[src/rtl/cpu_datapath_if.sv]
// Signal bundle between the cpu control FSM / bench (master) and cpu_datapath (slave).
// result_valid is a one-cycle pulse with no ready: the consumer must accept it on that cycle.
interface cpu_datapath_if #(
  parameter int DATA_W = 16
);
  logic [2:0]        mux_sel;
  logic [2:0]        sel;
  logic              en_s;
  logic              en_c;
  logic [7:0]        en;
  logic              done;
  logic              ld_en;
  logic [2:0]        ld_addr;
  logic [DATA_W-1:0] ld_data;
  logic [2:0]        dbg_addr;
  logic [DATA_W-1:0] bus;
  logic [DATA_W-1:0] dbg_data;
  logic [DATA_W-1:0] result;
  logic              result_valid;
  logic              zero;
  logic              carry;
  logic [15:0]       inst_count;

  modport master (
    output mux_sel, sel, en_s, en_c, en, done, ld_en, ld_addr, ld_data, dbg_addr,
    input  bus, dbg_data, result, result_valid, zero, carry, inst_count
  );

  modport slave (
    input  mux_sel, sel, en_s, en_c, en, done, ld_en, ld_addr, ld_data, dbg_addr,
    output bus, dbg_data, result, result_valid, zero, carry, inst_count
  );
endinterface

[src/rtl/cpu_datapath.sv]
// Register file R0..R7, bus mux, operand register S, ALU and result register C.
// Executes Rdst <= Rdst op Rsrc under control of the external S0->S1->S2 sequencer.
module cpu_datapath #(
  parameter int DATA_W = 16
) (
  input  logic           clk,
  input  logic           reset,
  cpu_datapath_if.slave  dp
);
  logic [DATA_W-1:0] r_q [8];
  logic [DATA_W-1:0] s_q;
  logic [DATA_W-1:0] c_q;
  logic [DATA_W-1:0] result_q;
  logic              result_valid_q;
  logic              zero_q;
  logic              carry_q;
  logic [15:0]       inst_count_q;

  logic [DATA_W-1:0] bus_w;
  logic [DATA_W-1:0] alu_y;
  logic              alu_c;

  assign bus_w           = r_q[dp.mux_sel];
  assign dp.bus          = bus_w;
  assign dp.dbg_data     = r_q[dp.dbg_addr];
  assign dp.result       = result_q;
  assign dp.result_valid = result_valid_q;
  assign dp.zero         = zero_q;
  assign dp.carry        = carry_q;
  assign dp.inst_count   = inst_count_q;

  // ALU: A is the operand register S, B is the live bus value.
  always_comb begin
    alu_y = '0;
    alu_c = 1'b0;
    case (dp.sel)
      3'd0: {alu_c, alu_y} = {1'b0, s_q} + {1'b0, bus_w};
      3'd1: begin
        alu_y = s_q - bus_w;
        alu_c = (s_q < bus_w);
      end
      3'd2: alu_y = s_q & bus_w;
      3'd3: alu_y = s_q | bus_w;
      3'd4: alu_y = s_q ^ bus_w;
      3'd5: begin
        alu_y = {s_q[DATA_W-2:0], 1'b0};
        alu_c = s_q[DATA_W-1];
      end
      3'd6: begin
        alu_y = {1'b0, s_q[DATA_W-1:1]};
        alu_c = s_q[0];
      end
      default: alu_y = bus_w;
    endcase
  end

  always_ff @(posedge clk) begin
    if (reset) begin
      for (int i = 0; i < 8; i++) r_q[i] <= '0;
      s_q            <= '0;
      c_q            <= '0;
      result_q       <= '0;
      result_valid_q <= 1'b0;
      zero_q         <= 1'b0;
      carry_q        <= 1'b0;
      inst_count_q   <= '0;
    end else begin
      // A write-back enable beats an external load aimed at the same register.
      for (int i = 0; i < 8; i++) begin
        if (dp.en[i]) begin
          r_q[i] <= c_q;
        end else if (dp.ld_en && (dp.ld_addr == 3'(i))) begin
          r_q[i] <= dp.ld_data;
        end
      end
      if (dp.en_s) s_q <= bus_w;
      if (dp.en_c) begin
        c_q     <= alu_y;
        zero_q  <= (alu_y == '0);
        carry_q <= alu_c;
      end
      result_valid_q <= dp.done;
      if (dp.done) begin
        result_q     <= c_q;
        inst_count_q <= inst_count_q + 16'd1;
      end
    end
  end
endmodule

[src/flat_wrapper.sv]
// flat-port wrapper written by rule: the top's interface ports become plain ports
module cpu_datapath_flat 
#(
  parameter int DATA_W = 16
)
  (clk, reset, dp_mux_sel, dp_sel, dp_en_s, dp_en_c, dp_en, dp_done, dp_ld_en, dp_ld_addr, dp_ld_data, dp_dbg_addr, dp_bus, dp_dbg_data, dp_result, dp_result_valid, dp_zero, dp_carry, dp_inst_count);
  cpu_datapath_if #(.DATA_W(DATA_W)) dp_i ();
  input  logic clk;
  input  logic reset;
  input wire logic [$bits(dp_i.mux_sel)-1:0] dp_mux_sel;
  input wire logic [$bits(dp_i.sel)-1:0] dp_sel;
  input wire logic [$bits(dp_i.en_s)-1:0] dp_en_s;
  input wire logic [$bits(dp_i.en_c)-1:0] dp_en_c;
  input wire logic [$bits(dp_i.en)-1:0] dp_en;
  input wire logic [$bits(dp_i.done)-1:0] dp_done;
  input wire logic [$bits(dp_i.ld_en)-1:0] dp_ld_en;
  input wire logic [$bits(dp_i.ld_addr)-1:0] dp_ld_addr;
  input wire logic [$bits(dp_i.ld_data)-1:0] dp_ld_data;
  input wire logic [$bits(dp_i.dbg_addr)-1:0] dp_dbg_addr;
  output wire logic [$bits(dp_i.bus)-1:0] dp_bus;
  output wire logic [$bits(dp_i.dbg_data)-1:0] dp_dbg_data;
  output wire logic [$bits(dp_i.result)-1:0] dp_result;
  output wire logic [$bits(dp_i.result_valid)-1:0] dp_result_valid;
  output wire logic [$bits(dp_i.zero)-1:0] dp_zero;
  output wire logic [$bits(dp_i.carry)-1:0] dp_carry;
  output wire logic [$bits(dp_i.inst_count)-1:0] dp_inst_count;
  assign dp_i.mux_sel = dp_mux_sel;
  assign dp_i.sel = dp_sel;
  assign dp_i.en_s = dp_en_s;
  assign dp_i.en_c = dp_en_c;
  assign dp_i.en = dp_en;
  assign dp_i.done = dp_done;
  assign dp_i.ld_en = dp_ld_en;
  assign dp_i.ld_addr = dp_ld_addr;
  assign dp_i.ld_data = dp_ld_data;
  assign dp_i.dbg_addr = dp_dbg_addr;
  assign dp_bus = dp_i.bus;
  assign dp_dbg_data = dp_i.dbg_data;
  assign dp_result = dp_i.result;
  assign dp_result_valid = dp_i.result_valid;
  assign dp_zero = dp_i.zero;
  assign dp_carry = dp_i.carry;
  assign dp_inst_count = dp_i.inst_count;
  cpu_datapath #(.DATA_W(DATA_W)) u_core (.clk(clk), .reset(reset), .dp(dp_i));
endmodule
[config.mk]
export PLATFORM = sky130hd
export DESIGN_NAME = cpu_datapath_flat
export DESIGN_NICKNAME = d
export VERILOG_FILES = /design/src/rtl/cpu_datapath_if.sv /design/src/rtl/cpu_datapath.sv /design/src/flat_wrapper.sv
export SDC_FILE = /design/constraint.sdc
export NUM_CORES = 1
export LEC_CHECK = 0
export BUFFER_PORTS_ARGS = -buffer_cell sky130_fd_sc_hd__buf_2
export CORE_MARGIN = 8
export CORE_UTILIZATION = 60
export DETAILED_ROUTE_END_ITERATION = 12
export PLACE_DENSITY = 0.8
export RECOVER_POWER = 100
export SYNTH_ARGS = -nofsm -noshare
export SYNTH_HDL_FRONTEND = slang
export SYNTH_SLANG_ARGS = --single-unit
[constraint.sdc]
create_clock -name clk -period 5.4 [get_ports clk]
set_clock_uncertainty 0.05 [all_clocks]
set_input_delay 0.81 -clock clk [delete_from_list [all_inputs] [get_ports clk]]
set_output_delay 0.81 -clock clk [all_outputs]
set_load 0.02 [all_outputs]
* Yosys cells after proc, flatten, opt, wreduce, memory -nomap -nowiden
Memories as Yosys holds them, arrays and structs flattened. Cells that the tools add are included.
Storage, ports and cells: input port bits 42, bits in read-only memories 0, logic and storage cells 131, memories kept 1, latch bits 0, bits in writable memories 128, flip-flop bits (word level) 67
Memories:
- u_core.r_q | depth 8, bits a word 16, read ports 2, clocked after memory_dff 0, write ports 8, RTL line cpu_datapath.sv:10 | logic [DATA_W-1:0] r_q [8];
Cells by class: multiplexer cells 76, multiply operators 0, order comparisons 1, shifts and indexed selects 0, bitwise operators 19, equality and inequality tests 13, reduce and logical (&&, ||, !) cells 11, add/sub/neg operators 3, divide/modulo/power cells 0
Operator list (count):
- $mux 16 | 16
- $pmux 16 s7 | 1
- $mux 1 | 58
- $eq 3x3->1 const B | 7
- $add 16x16->17 | 1
- $add 16x1->16 const B | 1
- $and 16x16->16 | 1
- $logic_not 16->1 | 1
- $lt 16x16->1 | 1
- $or 1x1->1 | 16
- $or 16x16->16 | 1
- $sub 16x16->16 | 1
- $xor 16x16->16 | 1
- $eq 3x2->1 const B | 4
- $logic_and 1x1->1 | 8
- $eq 3x1->1 const B | 2
- $logic_not 3->1 | 2
- $pmux 1 s4 | 1

* Depth between registers and ports, before layout
Gate-level depths: netlist of the first run.
depth in word-level cells 7, depth in mapped cells 16, gate-level depth less buffers 13

* Worst setup path before layout of the first run
No wires, ideal clock.
kind input-to-reg, from in dp_mux_sel[2], to reg u_core.zero_q, in the netlist u_core.dp.zero, path slack 378 ps, data arrival time 4903 ps, data required time 5281 ps, stages on the path 14, cell sequence clkbuf_1 buf_1 mux2i_1 inv_1 ha_1 a21o_2 a221oi_2 mux2_4 a211o_1 o32a_1 nor4_2 o2111ai_1 or4_1 o21ai_1
On the way: word-level cells in the longest chain between the ends 4, elaborated cells on any way between the ends 8, those cells by class 2 x add/sub; 1 x mux; 3 x bitwise; 1 x reduce/logical; 1 x memory
RTL lines:
- from (decl) | RTL line flat_wrapper.sv:10 | input wire logic [$bits(dp_i.mux_sel)-1:0] dp_mux_sel;
- $mem_v2 8x16 (*)
- net dp_bus[4] | RTL line flat_wrapper.sv:20 | output wire logic [$bits(dp_i.bus)-1:0] dp_bus;
- $sub 16x16->16 (tied with other cells) | RTL line cpu_datapath.sv:39 | alu_y = s_q - bus_w;
- $pmux 16 s7 (*) | RTL line cpu_datapath.sv:36 | case (dp.sel)
- $logic_not 16->1 (*) | RTL line cpu_datapath.sv:79 | zero_q <= (alu_y == '0);
- to (signal assigned) | RTL line cpu_datapath.sv:79
- to (decl) | RTL line cpu_datapath.sv:15 | logic zero_q;
The timed path passes the listed nets; every way through them passes the cells marked *. A chain may end at the register's enable or synchronous reset.

* Worst setup path after layout of the first run
from in dp_mux_sel[0], to reg u_core.zero_q, in the netlist u_core.dp.zero
On the way: word-level cells in the longest chain between the ends 4, elaborated cells on any way between the ends 8, those cells by class 2 x add/sub; 1 x mux; 3 x bitwise; 1 x reduce/logical; 1 x memory
RTL lines (RTL line):
- $mem_v2 8x16 (*)
- $sub 16x16->16 (tied with other cells) | cpu_datapath.sv:39
- $pmux 16 s7 (*) | cpu_datapath.sv:36
- $logic_not 16->1 (*) | cpu_datapath.sv:79
Mark *: on every way between the ends. The rest lies on a longest branch, timed or not.

==> impl_metrics.xml, run 1 <==
<?xml version="1.0" encoding="UTF-8"?>
<metrics>
  <group name="drt">
    <metric name="route.detailed.wl_per_inst" unit="um">25.6</metric>
    <metric name="drt-pass1-iter-count" unit="">5</metric>
    <metric name="via_count" unit="">10546</metric>
    <metric name="initialDrtViolationCount" unit="">1089</metric>
    <metric name="drc" unit="">0</metric>
    <metric name="via_to_cell_ratio" unit="">6.88</metric>
    <metric name="antenna_violating_nets_post_route" unit="">0</metric>
    <metric name="postRouteWirelength" unit="um">39200</metric>
  </group>
  <group name="layout">
    <metric name="nNetsFinal" unit="">1339</metric>
    <metric name="layout.area.seq" unit="sq um">5180</metric>
    <metric name="final_layout_size_suffix_gt1_share" unit="%">15.5</metric>
    <metric name="area_delta_synth_final" unit="%">9.16</metric>
    <metric name="multiInputGateArea" unit="sq um">6790</metric>
    <metric name="final_util" unit="%">66.5</metric>
    <metric name="final.fill_count" unit="">1634</metric>
  </group>
  <group name="worst_setup_path">
    <metric name="cp_max_fo" unit="">15</metric>
    <metric name="regToRegStartpoint" unit="">u_core.r_q[7][0]</metric>
    <metric name="reg2reg_to" unit="">u_core.dp.zero</metric>
    <metric name="worst_ep_required_time" unit="ns">5.72</metric>
    <metric name="worst_setup_path_start_kind" unit="">primary input</metric>
    <metric name="reg2regPathDepth" unit="">13</metric>
    <metric name="timing_worst_setup_path_type" unit="">in -&gt; reg</metric>
    <metric name="critical_path.endpoint_type" unit="">flip-flop</metric>
    <metric name="worstPathArrival" unit="ns">5.37</metric>
    <metric name="reg2reg_setup_slack" unit="ns">0.60</metric>
  </group>
  <group name="synth">
    <metric name="post_synth_num_cell_types" unit="">75</metric>
    <metric name="synth_seq_cells" unit="">195</metric>
    <metric name="syn-cell-area" unit="sq um">12700</metric>
    <metric name="synthesis.area_per_instance" unit="sq um">10.6</metric>
    <metric name="postSynthNetCount" unit="">1294</metric>
    <metric name="synth.yosys.seq_area_share" unit="%">40.8</metric>
    <metric name="synth_top_flop_cell" unit="">edfxtp_1</metric>
    <metric name="postSynth.asyncResetShare" unit="%">0</metric>
    <metric name="post_synth_inst_count" unit="">1199</metric>
    <metric name="ys.warnings.count" unit="">0</metric>
    <metric name="synth_enable_flop_cells" unit="">128</metric>
  </group>
  <group name="cts">
    <metric name="clock-root-buffer" unit="">clkbuf_16</metric>
    <metric name="holdBufCountCts" unit="">0</metric>
    <metric name="postCtsSetupBuffers" unit="">0</metric>
    <metric name="cts_resized" unit="">0</metric>
    <metric name="clk_latency" unit="ns">0.44</metric>
    <metric name="ctsLongestPathBuffers" unit="">2</metric>
    <metric name="cts_tree" unit="">yes</metric>
    <metric name="clock-sinks" unit="">195</metric>
    <metric name="cts_buffers" unit="">17</metric>
    <metric name="clkTransAtPathRegs" unit="ns">0.08</metric>
    <metric name="ctsHtreeMaxLevel" unit="">4</metric>
  </group>
  <group name="die">
    <metric name="io_pins" unit="">109</metric>
    <metric name="die_w" unit="um">162</metric>
    <metric name="fp.dieH" unit="um">162</metric>
    <metric name="floorplan.initialDensity" unit="%">60.9</metric>
    <metric name="coreArea" unit="sq um">20900</metric>
    <metric name="die-area" unit="sq um">26100</metric>
    <metric name="fp-row-count" unit="">53</metric>
  </group>
  <group name="min_path">
    <metric name="whs_path_depth" unit="">2</metric>
    <metric name="hold-path-endpoint" unit="">u_core.dp.result[6]</metric>
    <metric name="min_from" unit="">u_core.dp.result[6]</metric>
    <metric name="min-delay-path-class" unit="">reg -&gt; reg</metric>
  </group>
  <group name="flow_run">
    <metric name="maxCapViolations" unit="">8</metric>
  </group>
  <group name="power_and_ir_drop">
    <metric name="power_density" unit="nW/um^2">293</metric>
    <metric name="static-leakage-power" unit="nW">5.62</metric>
    <metric name="p_int" unit="mW">2.71</metric>
    <metric name="combinationalPowerShare" unit="%">23.3</metric>
    <metric name="netSwitchingPower" unit="mW">1.36</metric>
    <metric name="max-vdd-ir-drop" unit="V">0.000233</metric>
    <metric name="power.clock.fraction" unit="%">32.3</metric>
    <metric name="power.share.switching" unit="%">33.4</metric>
    <metric name="total_power" unit="mW">4.07</metric>
    <metric name="sequentialPowerShare" unit="%">44.4</metric>
  </group>
  <group name="timing">
    <metric name="min_period_over_period" unit="%">93.4</metric>
    <metric name="fmax" unit="MHz">198</metric>
    <metric name="rsz0062_at_grt" unit="">false</metric>
    <metric name="pins_over_slew_limit" unit="">127</metric>
    <metric name="worstMarginPinSlew" unit="ns">1.77</metric>
    <metric name="fin_hold_ws" unit="ns">0.453</metric>
    <metric name="report.final.hold_viol_count" unit="">0</metric>
    <metric name="final_critical_path_setup_slack" unit="ns">0.356</metric>
    <metric name="fin_setup_tns" unit="ns">0</metric>
    <metric name="timing.slew.headroom" unit="%">-18.0</metric>
    <metric name="finalCriticalPeriod" unit="ns">5.04</metric>
    <metric name="setup_violations" unit="">0</metric>
  </group>
  <group name="place">
    <metric name="io_buffer_count" unit="">108</metric>
    <metric name="preCtsSetupSlack" unit="ns">0.0487</metric>
    <metric name="routabilityCongestion" unit="">0.991</metric>
    <metric name="final_hpwl_from_detailed_placement" unit="um">26000</metric>
  </group>
  <group name="global_routing">
    <metric name="grt_first_pass_wirelength" unit="um">59900</metric>
    <metric name="grt_util_all_layers" unit="%">29.8</metric>
    <metric name="grt_start_max_net_pins" unit="">82</metric>
    <metric name="first_global_vias" unit="">10385</metric>
    <metric name="antenna_found_initial" unit="">1</metric>
    <metric name="global_route_total_overflow" unit="">0</metric>
  </group>
  <group name="status">
    <metric name="violations" unit="">capacitance limit, slew limit</metric>
    <metric name="status" unit="">complete, but fails checks</metric>
  </group>
</metrics>
==> cells in the final DEF, fill, tap and decap left out, types with 23 or more instances in the layout <==
master,count
dfxtp_1,67
mux2i_1,60
nor2_1,105
mux4_2,64
edfxtp_1,128
inv_1,69
clkbuf_1,76
a22o_1,97
o21ai_0,47
ha_1,51
buf_4,23
buf_2,47
nand2_1,85
a21oi_1,23
==> Yosys cell counts, drive strengths merged, types with 4 or more instances <==
library cell / number / area (sq um)
nand3: 17 / 85.1
o211ai: 9 / 67.6
a21o: 6 / 46.3
o22ai: 8 / 50.1
a22oi: 6 / 45.0
nand2b: 13 / 81.3
mux2: 23 / 263
mux4: 64 / 1440
mux2i: 60 / 601
nor2b: 13 / 81.3
or2: 4 / 25.0
xor2: 16 / 140
ha: 51 / 638
nor3: 21 / 105
and2: 4 / 25.0
o31ai: 5 / 37.5
nor4: 8 / 56.3
edfxtp: 128 / 3840
o21a: 6 / 45.0
nand2: 85 / 319
a21oi: 23 / 115
a21boi: 4 / 30.0
inv: 69 / 259
dfxtp: 67 / 1340
clkbuf: 76 / 305
a22o: 97 / 850
nand4: 4 / 25.0
a221oi: 10 / 100
nor2: 105 / 394
buf: 45 / 209
xnor2: 7 / 61.3
o221ai: 10 / 87.6
o21ai: 49 / 245
a211oi: 21 / 158
or3: 10 / 62.6
and3: 5 / 31.3
==> through the flow <==
stage               cells  cell area, sq um
global placement     1500             13400
global route         1532             13900
detailed placement   1500             13400
floorplan            1199             12700
finish               1533             13900
CTS                  1532             14000
==> worst max path at each step <==
stage	from	to	slack, ns	cells past startpoint
after global routing	dp_mux_sel[0]	u_core.dp.zero	0.14	17
after global placement	dp_mux_sel[0]	u_core.dp.zero	0.14	15
after floorplan	dp_mux_sel[2]	u_core.dp.zero	0.38	14
final	dp_mux_sel[0]	u_core.dp.zero	0.36	16
after CTS	dp_mux_sel[0]	u_core.dp.zero	0.51	16
after detailed placement	dp_mux_sel[0]	u_core.dp.zero	0.05	16
==> power by group through the flow <==
stage	combinational, mW	sequential, mW	clock, mW
after CTS	0.951	1.80	1.32
after global placement	0.927	1.82	0
after floorplan	0.696	1.78	0
after detailed placement	0.942	1.83	0
final	0.949	1.80	1.31
after global routing	1.02	1.81	1.37
==> worst max-delay path: stages <==
cell and delay (ns):
buf_2 0.20, buf_4 0.34, mux4_2 0.53, mux2_1 0.41
inv_1 0.14, ha_1 0.25, buf_4 0.17, inv_1 0.08
o221ai_1 0.21, a2111oi_0 0.74, o31ai_1 0.26, mux2i_1 0.17
o32a_1 0.38, nand3b_1 0.15, or4_1 0.41, o21ai_1 0.12
==> layer usage <==
layer	track usage, %	vias up	wire (um)
li1	-	4592	-
met1	36.6	5087	14700
met2	48.2	730	18400
met3	7.33	137	4200
met4	15.2	0	1880
met5	0	-	0
==> layout make-up <==
| class | instances | share of cell area [%] |
|---|---|---|
| timing repair buffer | 147 | 5.03 |
| multi-input combinational | 813 | 48.9 |
| inverter | 70 | 1.89 |
| clock buffer | 18 | 3.16 |
| clock inverter | 14 | 1.17 |
| tap | 275 | 2.48 |
| sequential | 195 | 37.3 |
| antenna | 1 | 0.0180 |
==> registers in the layout, indices dropped and copies added (netlist names) <==
register	count
u_core.dp.result	16
u_core.dp.inst_count	16
u_core.dp.carry	1
u_core.c_q	16
u_core.dp.zero	1
u_core.r_q	128
u_core.dp.result_valid	1
u_core.s_q	16
==> logic make-up after synthesis <==
family	share of synthesized area [%]
simple gates	10.9
fa+ha+maj	5.33
mux	18.1
compound gates	17.2
flops	40.8
xor+xnor	1.58
buf+inv	6.11
No activity file was read; power rests on OpenSTA's default activity.
==> run 2: changes to the inputs <==
Settings changed: CTS_BUF_LIST set to sky130_fd_sc_hd__clkbuf_8.
==> run 2 against run 1 <==
The run still ends with capacitance limit, slew limit left. Total power shrank 7.9%. Register-to-register slack hardly changed. Critical path depth stayed put. Sequential share of layout area rose by 0.54 points. Largest power group unchanged. Die area is the same.
==> impl_metrics.xml, run 2 (synthesized netlist as in run 1, its figures left out) <==
<?xml version="1.0" encoding="UTF-8"?>
<metrics>
  <group name="drt">
    <metric name="initialDrtViolationCount" unit="">1101</metric>
    <metric name="via_count" unit="">10514</metric>
    <metric name="via_to_cell_ratio" unit="">6.86</metric>
    <metric name="drc" unit="">0</metric>
    <metric name="postRouteWirelength" unit="um">38600</metric>
    <metric name="route.detailed.wl_per_inst" unit="um">25.2</metric>
    <metric name="antenna_violating_nets_post_route" unit="">0</metric>
    <metric name="drt-pass1-iter-count" unit="">6</metric>
  </group>
  <group name="worst_setup_path">
    <metric name="critical_path.endpoint_type" unit="">flip-flop</metric>
    <metric name="worst_ep_required_time" unit="ns">5.77</metric>
    <metric name="timing_worst_setup_path_type" unit="">in -&gt; reg</metric>
    <metric name="worst_setup_path_start_kind" unit="">primary input</metric>
    <metric name="cp_max_fo" unit="">15</metric>
    <metric name="worstPathArrival" unit="ns">5.43</metric>
  </group>
  <group name="global_routing">
    <metric name="grtUsageMet3" unit="%">5.98</metric>
    <metric name="antenna_found_initial" unit="">1</metric>
    <metric name="use_met1" unit="%">36.6</metric>
    <metric name="met2_usage" unit="%">47.9</metric>
    <metric name="global_route_total_overflow" unit="">0</metric>
    <metric name="first_global_vias" unit="">10355</metric>
    <metric name="grt_start_max_net_pins" unit="">82</metric>
    <metric name="globalRoute.busiestLayer" unit="">met2</metric>
    <metric name="grt_first_pass_wirelength" unit="um">59200</metric>
    <metric name="grt_util_all_layers" unit="%">29.3</metric>
  </group>
  <group name="power_and_ir_drop">
    <metric name="total_power" unit="mW">3.75</metric>
    <metric name="p_int" unit="mW">2.44</metric>
    <metric name="sequentialPowerShare" unit="%">48.2</metric>
    <metric name="power_density" unit="nW/um^2">274</metric>
    <metric name="netSwitchingPower" unit="mW">1.31</metric>
    <metric name="max-vdd-ir-drop" unit="V">0.000189</metric>
    <metric name="static-leakage-power" unit="nW">5.53</metric>
    <metric name="power.share.switching" unit="%">34.9</metric>
    <metric name="combinationalPowerShare" unit="%">25.3</metric>
    <metric name="power.clock.fraction" unit="%">26.6</metric>
  </group>
  <group name="place">
    <metric name="routabilityCongestion" unit="">0.991</metric>
    <metric name="io_buffer_count" unit="">108</metric>
    <metric name="final_hpwl_from_detailed_placement" unit="um">26000</metric>
    <metric name="postPlaceCellArea" unit="sq um">13400</metric>
  </group>
  <group name="timing">
    <metric name="setup_violations" unit="">0</metric>
    <metric name="timing.slew.headroom" unit="%">-14.3</metric>
    <metric name="report.final.hold_viol_count" unit="">0</metric>
    <metric name="min_period_over_period" unit="%">93.7</metric>
    <metric name="pins_over_slew_limit" unit="">123</metric>
    <metric name="worstMarginPinSlew" unit="ns">1.71</metric>
    <metric name="fin_setup_tns" unit="ns">0</metric>
    <metric name="finalCriticalPeriod" unit="ns">5.06</metric>
    <metric name="fmax" unit="MHz">198</metric>
    <metric name="rsz0062_at_grt" unit="">false</metric>
  </group>
  <group name="die">
    <metric name="die-area" unit="sq um">26100</metric>
    <metric name="floorplan.initialDensity" unit="%">60.9</metric>
    <metric name="coreArea" unit="sq um">20900</metric>
    <metric name="fp-row-count" unit="">53</metric>
    <metric name="io_pins" unit="">109</metric>
    <metric name="fp.dieH" unit="um">162</metric>
    <metric name="die_w" unit="um">162</metric>
  </group>
  <group name="layout">
    <metric name="antenna-diode-count" unit="">0</metric>
    <metric name="final_common_cell" unit="">edfxtp_1</metric>
    <metric name="largest_register_ff_count" unit="">128</metric>
    <metric name="top_register" unit="">u_core.r_q</metric>
    <metric name="area_delta_synth_final" unit="%">7.59</metric>
    <metric name="nNetsFinal" unit="">1339</metric>
    <metric name="final_layout_size_suffix_gt1_share" unit="%">15.4</metric>
    <metric name="layout_common_cells" unit="">edfxtp_1, nor2_1, a22o_1</metric>
    <metric name="design_area" unit="sq um">13700</metric>
  </group>
  <group name="status">
    <metric name="violations" unit="">capacitance limit, slew limit</metric>
    <metric name="status" unit="">complete, but fails checks</metric>
  </group>
  <group name="flow_run">
    <metric name="maxCapViolations" unit="">7</metric>
  </group>
  <group name="cts">
    <metric name="ctsLongestPathBuffers" unit="">2</metric>
    <metric name="holdBufCountCts" unit="">0</metric>
    <metric name="clock-root-buffer" unit="">clkbuf_8</metric>
    <metric name="clock-sinks" unit="">195</metric>
    <metric name="postCtsSetupBuffers" unit="">0</metric>
    <metric name="clkTransAtPathRegs" unit="ns">0.12</metric>
    <metric name="cts_resized" unit="">0</metric>
    <metric name="cts_tree" unit="">yes</metric>
    <metric name="ctsHtreeMaxLevel" unit="">4</metric>
    <metric name="cts_buffers" unit="">17</metric>
    <metric name="clk_latency" unit="ns">0.48</metric>
  </group>
  <group name="min_path">
    <metric name="min-delay-path-class" unit="">reg -&gt; reg</metric>
  </group>
</metrics>
==> run 2: worst max-delay path: stages <==
cell       delay, ns
buf_2           0.20
buf_4           0.34
mux4_2          0.53
mux2_1          0.41
inv_1           0.14
ha_1            0.25
buf_4           0.17
inv_1           0.08
o221ai_1        0.21
a2111oi_0       0.78
o31ai_1         0.27
mux2i_1         0.17
o32a_1          0.38
nand3b_1        0.15
or4_1           0.41
o21ai_1         0.12
==> run 2: final timing paths <==
check / from / to / slack, ns / depth (start not counted)
max: dp_mux_sel[0] / u_core.dp.zero / 0.34 / 16
min: u_core.dp.result[9] / u_core.dp.result[9] / 0.46 / 2
max reg2reg: u_core.r_q[7][0] / u_core.dp.zero / 0.59 / 13
min reg2reg: u_core.dp.result[9] / u_core.dp.result[9] / 0.46 / 2
==> run 2: layout make-up <==
type / instances / area, sq um
clock inverters: 14 / 163
fillers: 1662 / 7200
multi-input cells: 813 / 6790
inverters: 70 / 263
clock buffers: 18 / 248
repair buffers: 147 / 693
well taps: 275 / 344
flip-flops and latches: 195 / 5180
==> run 2: power groups by stage <==
| stage | sequential [mW] | combinational, mW | clock [mW] |
|---|---|---|---|
| CTS | 1.80 | 0.949 | 0.999 |
| detailed placement | 1.83 | 0.942 | 0 |
| global placement | 1.82 | 0.927 | 0 |
| floorplan | 1.78 | 0.696 | 0 |
| global route | 1.81 | 1.02 | 1.05 |
| finish | 1.80 | 0.947 | 0.996 |
==> run 2: metrics by stage <==
step	setup slack, ns	util, %	std cells	hold WS, ns
floorplan	0.378	-	1199	0.440
global placement	0.143	64.3	1500	0.420
detailed placement	0.0487	64.3	1500	0.428
CTS	0.557	66.3	1532	0.460
global route	0.179	65.5	1532	0.482
finish	0.340	65.5	1532	0.461
==> run 2: routing by layer <==
metal  up-vias  part of all wire (%)
met1      5073                    38
li1       4585                     -
met4         2                   4.7
met3       146                    10
met5         -                 0.034
met2       708                    47
